===== config.mk =====
export PLATFORM = sky130hd
export DESIGN_NAME = serial_addsub
export DESIGN_NICKNAME = d
export VERILOG_FILES = /design/src/rtl/addsub_pkg.sv /design/src/rtl/fa_cell.sv /design/src/rtl/serial_addsub.sv
export SDC_FILE = /design/constraint.sdc
export NUM_CORES = 1
export LEC_CHECK = 0
export BUFFER_PORTS_ARGS = -buffer_cell sky130_fd_sc_hd__buf_2
export CAP_MARGIN = 20
export CORE_AREA = 2 2 56 42
export CTS_BUF_LIST = sky130_fd_sc_hd__clkbuf_16
export DETAILED_ROUTE_END_ITERATION = 10
export DIE_AREA = 0 0 58 44
export PLACE_DENSITY = 0.79
export SYNTH_ARGS = -nofsm -noshare
export SYNTH_HDL_FRONTEND = slang
export SYNTH_SLANG_ARGS = --single-unit

===== constraint.sdc =====
create_clock -name clk -period 2.84 [get_ports clk]
set_clock_uncertainty 0.05 [all_clocks]
set_input_delay 0.426 -clock clk [delete_from_list [all_inputs] [get_ports clk]]
set_output_delay 0.426 -clock clk [all_outputs]
set_load 0.05 [all_outputs]

===== src/rtl/addsub_pkg.sv =====
// Shared definitions for the bit-serial adder/subtractor.
//   state_t : FSM state encoding (IDLE, SHIFT, DONE)
//   OP_ADD / OP_SUB : encodings of the op input
package addsub_pkg;

  typedef enum logic [1:0] {
    IDLE  = 2'd0,
    SHIFT = 2'd1,
    DONE  = 2'd2
  } state_t;

  localparam logic OP_ADD = 1'b0;
  localparam logic OP_SUB = 1'b1;

endpackage


===== src/rtl/fa_cell.sv =====
// One-bit full adder built from gate primitives.
//   x, y : operand bits
//   cin  : carry in
//   s    : sum bit
//   cout : carry out
module fa_cell (
  input  logic x,
  input  logic y,
  input  logic cin,
  output logic s,
  output logic cout
);

  logic p, g, t;

  xor u_p  (p, x, y);
  xor u_s  (s, p, cin);
  and u_g  (g, x, y);
  and u_t  (t, p, cin);
  or  u_co (cout, g, t);

endmodule


===== src/rtl/serial_addsub.sv =====
// Bit-serial adder/subtractor, one bit per cycle, LSB first.
//   clk, rst_n : clock, asynchronous active-low reset
//   start      : begin an operation (honoured only in IDLE)
//   op         : OP_ADD -> a+b+c, OP_SUB -> a-b-c
//   a, b, c    : operands and carry/borrow-in, latched on the start edge
//   busy       : high while bits are being shifted
//   done       : one-cycle pulse when sum/carry carry a fresh result
//   sum, carry : result and carry-out (borrow-out for subtract), held
module serial_addsub
  import addsub_pkg::*;
#(
  parameter int WIDTH = 4
) (
  input  logic             clk,
  input  logic             rst_n,
  input  logic             start,
  input  logic             op,
  input  logic [WIDTH-1:0] a,
  input  logic [WIDTH-1:0] b,
  input  logic             c,
  output logic             busy,
  output logic             done,
  output logic [WIDTH-1:0] sum,
  output logic             carry
);

  localparam int CW = $clog2(WIDTH);
  localparam logic [CW-1:0] LAST = CW'(WIDTH - 1);

  state_t           state;
  logic [CW-1:0]    cnt;
  logic [WIDTH-1:0] a_sr, b_sr, res_sr;
  logic             cy, op_r;
  logic             y_bit, fa_s, fa_co;

  // Subtract runs a + ~b + ~c through the same cell: b is inverted bit by
  // bit here, and ~c is folded into the initial serial carry.
  assign y_bit = b_sr[0] ^ (op_r == OP_SUB);

  fa_cell u_fa (
    .x    (a_sr[0]),
    .y    (y_bit),
    .cin  (cy),
    .s    (fa_s),
    .cout (fa_co)
  );

  always_ff @(posedge clk or negedge rst_n) begin
    if (!rst_n) begin
      state  <= IDLE;
      cnt    <= '0;
      a_sr   <= '0;
      b_sr   <= '0;
      res_sr <= '0;
      cy     <= 1'b0;
      op_r   <= OP_ADD;
      busy   <= 1'b0;
      done   <= 1'b0;
      sum    <= '0;
      carry  <= 1'b0;
    end else begin
      case (state)
        IDLE: begin
          done <= 1'b0;
          if (start) begin
            a_sr  <= a;
            b_sr  <= b;
            op_r  <= op;
            cy    <= (op == OP_SUB) ? ~c : c;
            cnt   <= '0;
            busy  <= 1'b1;
            state <= SHIFT;
          end
        end
        SHIFT: begin
          a_sr   <= a_sr >> 1;
          b_sr   <= b_sr >> 1;
          cy     <= fa_co;
          res_sr <= {fa_s, res_sr[WIDTH-1:1]};
          cnt    <= cnt + CW'(1);
          if (cnt == LAST) begin
            // Final bit: publish the result; borrow is the inverted carry.
            sum   <= {fa_s, res_sr[WIDTH-1:1]};
            carry <= fa_co ^ (op_r == OP_SUB);
            busy  <= 1'b0;
            done  <= 1'b1;
            state <= DONE;
          end
        end
        DONE: begin
          done  <= 1'b0;
          state <= IDLE;
        end
        default: begin
          busy  <= 1'b0;
          done  <= 1'b0;
          state <= IDLE;
        end
      endcase
    end
  end

endmodule


==> impl_metrics.py <==
metrics = {
    "status": {
        "outcome": "complete, no violations",
    },
    "finish": {
        "area_growth_pct": 17.7,
        "drive_gt1_share_pct": 23.5,
        "nets": 135,
        "final_common_cell": "dfrtp_1",
        "diodes": 0,
        "final_cell_mix": "24 x dfrtp_1, 19 x buf_2, 13 x nand2_1",
        "nFillCells": 170,
        "regArea_um2": 601,
        "multi_input_area_um2": 457,
    },
    "pwr": {
        "p_leak_nw": 0.620,
        "p_sw_mw": 0.664,
        "p_int_mw": 1.01,
        "pwr-share-seq_pct": 37.4,
        "comb_power_share_pct": 38.8,
        "vdd_drop_max_v": 0.000816,
        "power_frac_clock_pct": 23.7,
        "swShare_pct": 39.6,
        "p_per_area_mw_per_mm2": 1290,
    },
    "drt": {
        "vias": 798,
        "wl_per_cell_um": 14.1,
        "ant_nets": 0,
        "vias_per_cell": 5.58,
        "drtPass1Iterations": 4,
        "drt_iter0_drc": 23,
        "drc_errors": 0,
        "routed_wl_um": 2010,
    },
    "worst_setup_path": {
        "cp.required_ns": 2.97,
        "crit_path_max_fanout": 15,
        "reg2reg_slack_ns": 1.14,
        "cp_slowest_stage_delay_ns": 0.68,
        "crit_type": "flip-flop to flip-flop",
        "cp-startpoint": "state[0]",
        "crit_chain": "nor2b_1, a22oi_1, o21ai_1",
        "worst-path-buf-inv": 0,
        "r2r-start": "state[0]",
        "slowest_stage": "dfrtp_1",
        "crit_path_start_kind": "flip-flop",
        "worstPathArrival_ns": 1.83,
        "path_delay_family": "flip-flops",
        "end_kind": "flip-flop",
    },
    "cts": {
        "post_cts_buffers": 0,
        "tritoncts": "built",
        "htreeDepth": 1,
        "ctsHoldBuffers": 0,
        "ctsResizeCount": 0,
        "clk_latency_ns": 0.26,
        "clkTransAtPathRegs_ns": 0.06,
        "clock_path_buffers": 2,
        "cts_buffers": 3,
        "clock_sinks": 24,
        "cts_root_buf": "clkbuf_16",
    },
    "die": {
        "fp.coreArea_mm2": 0.00203,
        "die_y_um": 44,
        "start_util_pct": 54.3,
        "rows": 14,
        "die_x_um": 58,
        "die_area_mm2": 0.00255,
        "ioPinCount": 20,
    },
    "placed_design": {
        "hpwlAfterDp_um": 1440,
        "portBuffers": 19,
        "place.gp.congestion": 0.818,
    },
    "sta": {
        "finalMaxSlewViolations": 0,
        "max_freq_ghz": 0.587,
        "holdWs_ns": 0.0889,
        "timing.setup.tns_ns": 0,
        "rsz0062_at_grt": "false",
        "finalCritPeriodShare_pct": 59.9,
        "worst_pin_slew_ns": 0.657,
        "setup_violations": 0,
        "min_period_ns": 1.70,
        "hold_viol": 0,
        "slew_headroom_pct": 56.1,
    },
    "global_route": {
        "grt_start_max_net_pins": 25,
        "grt-ovfl-total": 0,
        "grt_pass1_wl_um": 3460,
        "grt_antenna_before_repair": 0,
        "grt_util_all_layers_pct": 18.9,
        "first_global_vias": 738,
    },
    "synth": {
        "synth.yosys.seq_area_share_pct": 54.4,
        "ys_types": 24,
        "ys_ff_latch": 24,
        "syn-num-nets": 116,
        "syn_area_per_cell_um2": 10.9,
        "syn_area_mm2": 0.00110,
        "postSynthCellCount": 101,
        "yosys_warnings": 0,
    },
    "worst_hold_path": {
        "worstHoldPathType": "input pin to asynchronous set/reset pin",
    },
    "job": {
        "max_cap_violations": 0,
    },
}
## stage by stage
step           util [%]  setup WS [ns]  cells  instance area [µm²]  power [mW]
3_3_place_gp       58.7           1.30    139                 1190        1.26
3_5_place_dp       58.7           1.20    139                 1190        1.28
2_1_floorplan         -           1.54    101                 1100        1.15
5_1_grt            63.9          0.975    143                 1300        1.79
6_report           63.9           1.14    143                 1300        1.68
4_1_cts            63.9           1.16    143                 1300        1.69
## final timing paths
check / to / cells after the start
min reg2reg: res_sr[1] / 2
max in group asynchronous: state[0] / 1
max reg2reg: a_sr[1] / 3
min in group clk: b_sr[3] / 2
max: a_sr[1] / 3
min: res_sr[1] / 1
## power by group through the flow
stage	clock, mW	combinational [mW]	sequential [mW]
after floorplan	0	0.411	0.737
after global placement	0	0.630	0.626
after detailed placement	0	0.653	0.630
after CTS	0.404	0.656	0.627
after global routing	0.417	0.722	0.652
final	0.398	0.652	0.628
## cell usage after synthesis (all sizes together)
cell	number	area [µm²]
nand2	13	48.8
dfrtp	24	601
ha	1	12.5
xnor2	1	8.76
a22oi	7	52.6
a2bb2oi	1	8.76
o21ai	12	60.1
nor3b	1	12.5
nor2	5	18.8
xor2	2	17.5
fa	1	20.0
o211ai	1	12.5
o21bai	1	7.51
nor2b	8	50.1
nand3b	1	20.0
buf	5	35.0
a21oi	7	35.0
inv	3	11.3
mux2	4	45.0
nand2b	1	8.76
a22o	2	17.5
## sequential cells by signal, summed over array words and instances (netlist names)
signal / count
sum: 4
done: 1
cnt: 2
state: 2
b_sr: 4
cy: 1
carry: 1
res_sr: 3
op_r: 1
a_sr: 4
busy: 1
## layer usage
metal  track usage, %  up-vias  part of all wire, %
met4             4.19        0                 0.45
met2             28.6       27                   47
li1                 -      385                    -
met5                0        -                    0
met1             26.7      384                   48
met3             6.57        2                  5.0
## cells by family (layout without fill, tap and decap cells)
logic type               Yosys count  in the layout  synth area share (%)
AO/OA/AOI/OAI                     31             31                  17.6
XOR/XNOR                           3              3                  2.38
adder cells (fa/ha/maj)            2              2                  2.95
buffers and inverters              8             26                  4.19
flip-flops                        24             24                  54.4
multiplexers                       4              4                  4.08
AND/OR/NAND/NOR                   29             29                  14.4
## final cells by class
type / count / area share, %
clock buffers: 3 / 5.78
clock inverters: 1 / 2.31
inverters: 3 / 0.867
multi-input cells: 69 / 35.2
flip-flops and latches: 24 / 46.2
well taps: 24 / 2.31
repair buffers: 19 / 7.32
(Power assumes the default switching activity.)
